<file path="src/rtl/axis_packetizer_if.sv">
// axis_packetizer_if
//   AXI4-Stream bundle used on both sides of axis_packetizer.
//   Signals: valid, data[DATA_WIDTH-1:0], last, ready.
//   Modports:
//     master - drives valid/data/last, samples ready (downstream-facing side)
//     slave  - samples valid/data, drives ready (upstream-facing side; the
//              upstream stream is unframed, so last is not part of it)
interface axis_packetizer_if #(
  parameter int DATA_WIDTH = 32
) ();
  logic                  valid;
  logic [DATA_WIDTH-1:0] data;
  logic                  last;
  logic                  ready;

  modport master (output valid, output data, output last, input ready);
  modport slave  (input valid, input data, output ready);
endinterface

</file>
<file path="src/rtl/axis_packetizer.sv">
// axis_packetizer
//   Groups an unframed AXI4-Stream into packets of cfg_pkt_len beats and
//   marks the final beat of each packet with m_axis.last. A two-entry
//   buffer (main output register + skid entry) gives full throughput with a
//   registered s_axis.ready.
// Ports:
//   axi_clk       - clock, rising edge
//   axi_reset_n   - asynchronous active-low reset
//   cfg_pkt_len   - beats per packet, sampled at packet start (0 acts as 1)
//   s_axis        - upstream stream (slave modport: valid, data, ready)
//   m_axis        - downstream stream (master modport: valid, data, last, ready)
//   stat_pkt_cnt  - packets delivered downstream (PACKETIZER_STATS_EN only)
//   stat_beat_cnt - beats delivered downstream (PACKETIZER_STATS_EN only)
// Build option:
//   PACKETIZER_STATS_EN - when defined, adds the two 32-bit wrapping
//   statistics counters and their output ports.
module axis_packetizer #(
  parameter int DATA_WIDTH = 32,
  parameter int LEN_WIDTH  = 16
) (
  input  logic                 axi_clk,
  input  logic                 axi_reset_n,
  input  logic [LEN_WIDTH-1:0] cfg_pkt_len,
  axis_packetizer_if.slave     s_axis,
  axis_packetizer_if.master    m_axis
`ifdef PACKETIZER_STATS_EN
  ,
  output logic [31:0]          stat_pkt_cnt,
  output logic [31:0]          stat_beat_cnt
`endif
);

  localparam logic [LEN_WIDTH-1:0]  LEN_ZERO  = {LEN_WIDTH{1'b0}};
  localparam logic [LEN_WIDTH-1:0]  LEN_ONE   = {{(LEN_WIDTH-1){1'b0}}, 1'b1};
  localparam logic [DATA_WIDTH-1:0] DATA_ZERO = {DATA_WIDTH{1'b0}};

  typedef enum logic [1:0] {
    ST_EMPTY = 2'd0,
    ST_ONE   = 2'd1,
    ST_TWO   = 2'd2
  } state_e;

  state_e                state_q, state_d;
  logic                  m_valid_q, m_valid_d;
  logic [DATA_WIDTH-1:0] main_data_q, main_data_d;
  logic                  main_last_q, main_last_d;
  logic [DATA_WIDTH-1:0] skid_data_q, skid_data_d;
  logic                  skid_last_q, skid_last_d;
  logic                  s_ready_q, s_ready_d;
  logic [LEN_WIDTH-1:0]  cnt_q, cnt_d;
  logic [LEN_WIDTH-1:0]  len_q, len_d;

  logic                  s_hs_s;
  logic                  m_hs_s;
  logic [LEN_WIDTH-1:0]  eff_cfg_s;
  logic [LEN_WIDTH-1:0]  cur_len_s;
  logic                  beat_last_s;

  // Handshakes and per-beat framing decision.
  always_comb begin
    s_hs_s    = s_axis.valid & s_ready_q;
    m_hs_s    = m_valid_q & m_axis.ready;
    eff_cfg_s = (cfg_pkt_len == LEN_ZERO) ? LEN_ONE : cfg_pkt_len;
    // A fresh length is only taken when a packet starts; otherwise the
    // latched value governs the rest of the packet.
    cur_len_s   = (cnt_q == LEN_ZERO) ? eff_cfg_s : len_q;
    beat_last_s = (cnt_q == (cur_len_s - LEN_ONE));
  end

  // Next-state logic for the beat counter and the main/skid buffer.
  always_comb begin
    state_d     = state_q;
    m_valid_d   = m_valid_q;
    main_data_d = main_data_q;
    main_last_d = main_last_q;
    skid_data_d = skid_data_q;
    skid_last_d = skid_last_q;
    cnt_d       = cnt_q;
    len_d       = len_q;

    if (s_hs_s) begin
      len_d = cur_len_s;
      cnt_d = beat_last_s ? LEN_ZERO : (cnt_q + LEN_ONE);
    end else begin
      len_d = len_q;
      cnt_d = cnt_q;
    end

    case (state_q)
      ST_EMPTY: begin
        if (s_hs_s) begin
          main_data_d = s_axis.data;
          main_last_d = beat_last_s;
          m_valid_d   = 1'b1;
          state_d     = ST_ONE;
        end else begin
          state_d = ST_EMPTY;
        end
      end
      ST_ONE: begin
        if (s_hs_s && m_hs_s) begin
          main_data_d = s_axis.data;
          main_last_d = beat_last_s;
          state_d     = ST_ONE;
        end else if (s_hs_s) begin
          // Downstream stalled: park the new beat in the skid entry.
          skid_data_d = s_axis.data;
          skid_last_d = beat_last_s;
          state_d     = ST_TWO;
        end else if (m_hs_s) begin
          m_valid_d = 1'b0;
          state_d   = ST_EMPTY;
        end else begin
          state_d = ST_ONE;
        end
      end
      ST_TWO: begin
        // s_axis.ready is low here, so no upstream beat can arrive.
        if (m_hs_s) begin
          main_data_d = skid_data_q;
          main_last_d = skid_last_q;
          state_d     = ST_ONE;
        end else begin
          state_d = ST_TWO;
        end
      end
      default: begin
        m_valid_d = 1'b0;
        state_d   = ST_EMPTY;
      end
    endcase

    // Ready is registered and reflects whether the skid entry will be free.
    s_ready_d = (state_d != ST_TWO);
  end

  // Buffer, framing and ready registers.
  always_ff @(posedge axi_clk or negedge axi_reset_n) begin
    if (!axi_reset_n) begin
      state_q     <= ST_EMPTY;
      m_valid_q   <= 1'b0;
      main_data_q <= DATA_ZERO;
      main_last_q <= 1'b0;
      skid_data_q <= DATA_ZERO;
      skid_last_q <= 1'b0;
      s_ready_q   <= 1'b0;
      cnt_q       <= LEN_ZERO;
      len_q       <= LEN_ONE;
    end else begin
      state_q     <= state_d;
      m_valid_q   <= m_valid_d;
      main_data_q <= main_data_d;
      main_last_q <= main_last_d;
      skid_data_q <= skid_data_d;
      skid_last_q <= skid_last_d;
      s_ready_q   <= s_ready_d;
      cnt_q       <= cnt_d;
      len_q       <= len_d;
    end
  end

  assign s_axis.ready = s_ready_q;
  assign m_axis.valid = m_valid_q;
  assign m_axis.data  = main_data_q;
  assign m_axis.last  = main_last_q;

`ifdef PACKETIZER_STATS_EN
  logic [31:0] pkt_cnt_q, pkt_cnt_d;
  logic [31:0] beat_cnt_q, beat_cnt_d;

  // Delivered-beat and delivered-packet counters; both wrap naturally.
  always_comb begin
    if (m_hs_s) begin
      beat_cnt_d = beat_cnt_q + 32'd1;
    end else begin
      beat_cnt_d = beat_cnt_q;
    end
    if (m_hs_s && main_last_q) begin
      pkt_cnt_d = pkt_cnt_q + 32'd1;
    end else begin
      pkt_cnt_d = pkt_cnt_q;
    end
  end

  // Statistics registers.
  always_ff @(posedge axi_clk or negedge axi_reset_n) begin
    if (!axi_reset_n) begin
      pkt_cnt_q  <= 32'd0;
      beat_cnt_q <= 32'd0;
    end else begin
      pkt_cnt_q  <= pkt_cnt_d;
      beat_cnt_q <= beat_cnt_d;
    end
  end

  assign stat_pkt_cnt  = pkt_cnt_q;
  assign stat_beat_cnt = beat_cnt_q;
`endif

endmodule

</file>
<file path="src/flat_wrapper.sv">
// flat-port wrapper written by rule: the top's interface ports become plain ports
module axis_packetizer_flat 
#(
  parameter int DATA_WIDTH = 32,
  parameter int LEN_WIDTH  = 16
)
  (axi_clk, axi_reset_n, cfg_pkt_len, s_axis_valid, s_axis_data, s_axis_ready, m_axis_valid, m_axis_data, m_axis_last, m_axis_ready);
  axis_packetizer_if #(.DATA_WIDTH(DATA_WIDTH)) s_axis_i ();
  axis_packetizer_if #(.DATA_WIDTH(DATA_WIDTH)) m_axis_i ();
  input  logic axi_clk;
  input  logic axi_reset_n;
  input  logic [LEN_WIDTH-1:0] cfg_pkt_len;
  input wire logic [$bits(s_axis_i.valid)-1:0] s_axis_valid;
  input wire logic [$bits(s_axis_i.data)-1:0] s_axis_data;
  output wire logic [$bits(s_axis_i.ready)-1:0] s_axis_ready;
  output wire logic [$bits(m_axis_i.valid)-1:0] m_axis_valid;
  output wire logic [$bits(m_axis_i.data)-1:0] m_axis_data;
  output wire logic [$bits(m_axis_i.last)-1:0] m_axis_last;
  input wire logic [$bits(m_axis_i.ready)-1:0] m_axis_ready;
  assign s_axis_i.valid = s_axis_valid;
  assign s_axis_i.data = s_axis_data;
  assign s_axis_ready = s_axis_i.ready;
  assign m_axis_valid = m_axis_i.valid;
  assign m_axis_data = m_axis_i.data;
  assign m_axis_last = m_axis_i.last;
  assign m_axis_i.ready = m_axis_ready;
  axis_packetizer #(.DATA_WIDTH(DATA_WIDTH), .LEN_WIDTH(LEN_WIDTH)) u_core (.axi_clk(axi_clk), .axi_reset_n(axi_reset_n), .cfg_pkt_len(cfg_pkt_len), .s_axis(s_axis_i), .m_axis(m_axis_i));
endmodule
</file>
<file path="config.mk">
export PLATFORM = sky130hd
export DESIGN_NAME = axis_packetizer_flat
export DESIGN_NICKNAME = d
export VERILOG_FILES = /design/src/rtl/axis_packetizer_if.sv /design/src/rtl/axis_packetizer.sv /design/src/flat_wrapper.sv
export SDC_FILE = /design/constraint.sdc
export NUM_CORES = 1
export LEC_CHECK = 0
export BUFFER_PORTS_ARGS = -buffer_cell sky130_fd_sc_hd__buf_4
export CAP_MARGIN = 20
export CORE_MARGIN = 8
export CORE_UTILIZATION = 47
export DETAILED_ROUTE_END_ITERATION = 6
export PLACE_DENSITY = 0.81
export SETUP_SLACK_MARGIN = 0.5
export SYNTH_ARGS = -nofsm -noshare
export SYNTH_HDL_FRONTEND = slang
export SYNTH_SLANG_ARGS = --single-unit
</file>
<file path="constraint.sdc">
create_clock -name axi_clk -period 3.9 [get_ports axi_clk]
set_input_delay 0.195 -clock axi_clk [delete_from_list [all_inputs] [get_ports axi_clk]]
set_output_delay 0.195 -clock axi_clk [all_outputs]
set_load 0.005 [all_outputs]
</file>
==> metrics.sh <==
WORSTPATHBUFFERINVERTERCOUNT=2
N_ANTENNA_CELL=0
WORST_HOLD_PATH.NUM_CELLS=2
MAX_SLEW_HEADROOM=0.493
WORST_PATH_MAX_DELAY_CELL='sky130_fd_sc_hd__or4b_4'
ANTENNA_VIOLATIONS_BEFORE_REPAIR=0
TNS_NS=0
HOLD_START='s_axis_data[15]'
MIN_PERIOD_NS=3.64
WORST_CLOCK_SKEW_NS=0.0107
GP_ROUTABILITY_CONGESTION=0.858
MET1_TRACK_USAGE_GR=0.220
GRT_OVERFLOW=0
SYNTH-MAIN-FF-CELL='sky130_fd_sc_hd__dfrtp_1'
CLK_LATENCY_NS=0.35
DRT-TOTAL-WL_UM=14400
VIA_COUNT_OF_THE_FIRST_GLOBAL_ROUTING_PASS=4816
WORST_SETUP_PATH_START_KIND='flop'
WORST_SLEW_PIN_SLEW_NS=0.761
NUM_VIAS=4579
SYNTHDISTINCTLIBCELLS=62
CRITICAL_PATH.CELL_CHAIN='nor4_4 -> nand4_4 -> a211o_1 -> o21ai_4 -> ha_4 -> or4b_4 -> o21a_1 -> nor3_2 -> nor3_2 -> nor4b_2 -> nand4_1 -> buf_4 -> nor3_4 -> buf_12 -> a21oi_1'
DRC=0
CORE-AREA_UM2=11500
MAX-CLOCK-PATH-BUFFERS=2
PATH_CLK_SLEW_NS=0.07
WORST_SETUP_PATH_STARTPOINT='u_core.cnt_q[2]$_DFFE_PN0P_'
NUMBER_OF_PLACED_INSTANCES_WITH_TAPS_INCLUDED=762
DRIVE_ABOVE_1_SHARE=0.356
DIE_WIDTH_UM=125
CTS.SINKS=102
ACHIEVABLE-FREQUENCY_MHz=275
AREA.GROWTH.SYNTH_TO_FINAL_PCT=26.4
TIMING_WORST_SETUP_PATH_TYPE='reg2reg'
DIE-HEIGHT_UM=125
TOTAL_POWER_W=0.00408
WL_PER_CELL_UM=18.4
CP_MAX_FO=12
SYNTH_LARGEST_AREA_CELL='sky130_fd_sc_hd__dfrtp_1'
DPL.HPWL_UM=10200
TIMING.FINAL.MAX_SLEW_VIOLATIONS=0
MIN_PATH_TYPE='in2reg'
ANT_NETS=0
DETAILEDROUTE.FIRSTPASSITERATIONCOUNT=5
MOSTFREQUENTLAYOUTCELLS='sky130_fd_sc_hd__buf_4, sky130_fd_sc_hd__dfrtp_1, sky130_fd_sc_hd__nand2_1'
NON_FILLER_INSTANCES=786
LAYOUT_COMMONEST_CELL='sky130_fd_sc_hd__buf_4'
YS_SEQ_AREA_FRAC=0.460
POST-SYNTH-TOP-AREA-FRACTION=0.455
WORSTPATHREQUIRED_NS=4.12
COUNT_OF_PORT_BUFFERS_ADDED_DURING_PLACEMENT=86
FINAL.PERIOD_UTILIZATION=0.933
R2R-START='u_core.cnt_q[2]$_DFFE_PN0P_'
DRT_ITER0_MARKERS=357
NETS=695
HOLD_VIOLATIONS=0
CP_SLOWEST_STAGE_DELAY_NS=0.47
TOTAL_LEAKAGE_POWER_nW=3.12
STATUS='finished, final reports clean'
SYN-MEAN-INSTANCE-AREA_UM2=10.4
CRITPATHMOSTFREQUENTCELL='sky130_fd_sc_hd__nor3_2'
ASYNC_FLOP_SHARE=1.00
CRIT_ARRIVAL_NS=3.86
RSZ_0062_RAISED_AFTER_GLOBAL_ROUTING='yes'
POWER-PER-CELL-AREA_nW_PER_UM2=581
GRT_BUSIEST_LAYER='met2'
CRITICAL-PATH-TOP-DELAY-FAMILY='simple AND/OR/NAND/NOR gates'
SYN_NETS=592
GRT_MAX_DEGREE=65
SYN_AREA_UM2=5560
GRT_USE_MET2=0.307
POST_SYNTH_INST_COUNT=535
TIMING.FINAL.SETUP_VIOLATIONS=0
GRT_PASS1_WL_UM=24100
VIASPERCELL=5.83
SYNTH-SEQ-CELLS=102
WORSTSETUPENDPOINTTYPE='flop'
GLOBALROUTETOTALUTIL=0.186
POST_SYNTH_EDFFS=0
MAX-VDD-IR-DROP_mV=0.474
TRITONCTS.NUM_BUFFERS=9
TIMING.REG2REG.WORST_PATH_DEPTH=15
INITIAL_UTILIZATION=0.485
DESIGN.DIE.AREA_UM2=15600
YOSYSWARNINGCOUNT=0
CRIT_CELLS=15
IO-PIN-COUNT=87
GLOBAL_ROUTE.USAGE.MET3=0.0660
CLOCK_TREE.HTREE_LEVEL_COUNT=3
MAXCAPVIOLCOUNT=0
STD_CELL_ROWS=39
SYNTHTOPCELLSBYAREA='sky130_fd_sc_hd__dfrtp_1, sky130_fd_sc_hd__mux2_2, sky130_fd_sc_hd__mux2i_1, sky130_fd_sc_hd__o21ai_0, sky130_fd_sc_hd__nand2_1'
CTS_ROOT_BUF='sky130_fd_sc_hd__clkbuf_16'
TRITONCTS='done'
through the flow:
| stage | hold slack, ns | util | instance area (µm²) | worst slack (ns) |
|---|---|---|---|---|
| finish | 0.0839 | 0.612 | 7020 | 0.261 |
| global route | 0.0756 | 0.612 | 7020 | 0.0450 |
| CTS | 0.0757 | 0.610 | 7000 | 0.299 |
| detailed placement | 0.316 | 0.574 | 6580 | 0.0185 |
| global placement | 0.299 | 0.574 | 6580 | 0.180 |
| floorplan | -0.101 | - | 5640 | 0.105 |
kinds of logic after synthesis:
logic type,share of synthesized area
flip-flops,0.460
AO/OA/AOI/OAI,0.105
AND/OR/NAND/NOR,0.182
multiplexers,0.173
adder cells (fa/ha/maj),0.0113
XOR/XNOR,0.0410
buffers and inverters,0.0286
power breakdown:
group	leakage, nW	internal, W	switching (W)
Combinational	1.71	0.000782	0.000741
Sequential	1.27	0.00144	0.000236
Clock	0.142	0.000460	0.000416
Total	3.12	0.00269	0.00139
registers in the layout (all words and copies together) (netlist names):
name / cells
u_core.state_q: 2
u_core.len_q: 16
u_core.skid_data_q: 32
u_core.cnt_q: 16
u_core.skid_last_q: 1
u_core.m_axis.last: 1
u_core.m_axis.data: 32
u_core.m_axis.valid: 1
u_core.s_axis.ready: 1
cell type report:
class | count | area [µm²]
clock buffer | 10 | 239
clock inverter | 6 | 55.1
fill | 930 | 4450
inverter | 10 | 37.5
multi-input combinational | 393 | 3030
sequential | 102 | 2550
tap | 143 | 179
timing repair buffer | 122 | 931
final timing paths:
| path | end | slack, ns |
|---|---|---|
| min in group asynchronous | u_core.len_q[8]$_DFFE_PN0P_ | 0.45 |
| max in group asynchronous | u_core.skid_data_q[3]$_DFFE_PN0P_ | 2.39 |
| setup reg to reg | u_core.cnt_q[10]$_DFFE_PN0P_ | 0.26 |
| hold / removal | u_core.skid_data_q[15]$_DFFE_PN0P_ | 0.08 |
| setup / recovery | u_core.cnt_q[10]$_DFFE_PN0P_ | 0.26 |
| hold reg to reg | u_core.m_axis.data[28]$_DFFE_PN0P_ | 0.49 |
synth_stat cells, drive strengths merged (3+ instances only):
library cell / number
dfrtp: 101
nor4: 17
inv: 9
or4: 4
xnor2: 14
nor2: 19
a21oi: 19
o22ai: 3
o21ai: 46
nand3b: 3
nand2b: 9
and3: 7
and2: 3
clkbuf: 21
or3: 8
nor3: 15
xor2: 12
a211o: 4
buf: 9
nand3: 13
a21boi: 3
a41oi: 3
o31a: 3
nor2b: 7
mux2i: 43
mux2: 47
nand4: 7
ha: 5
a211oi: 3
nand2: 52
metal layers:
metal	share of wire	vias to the layer above
met5	0	-
met2	0.49	165
met3	0.089	27
met4	0.018	0
li1	-	2140
met1	0.40	2247
what timing repair did:
item,CTS,global route
gates resized for setup,15,4
pin swaps,8,2
endpoints found under the setup margin,18,18
hold endpoints to repair,57,0
buffers inserted,6,1
hold buffers,1,0
(Power assumes the default switching activity.)
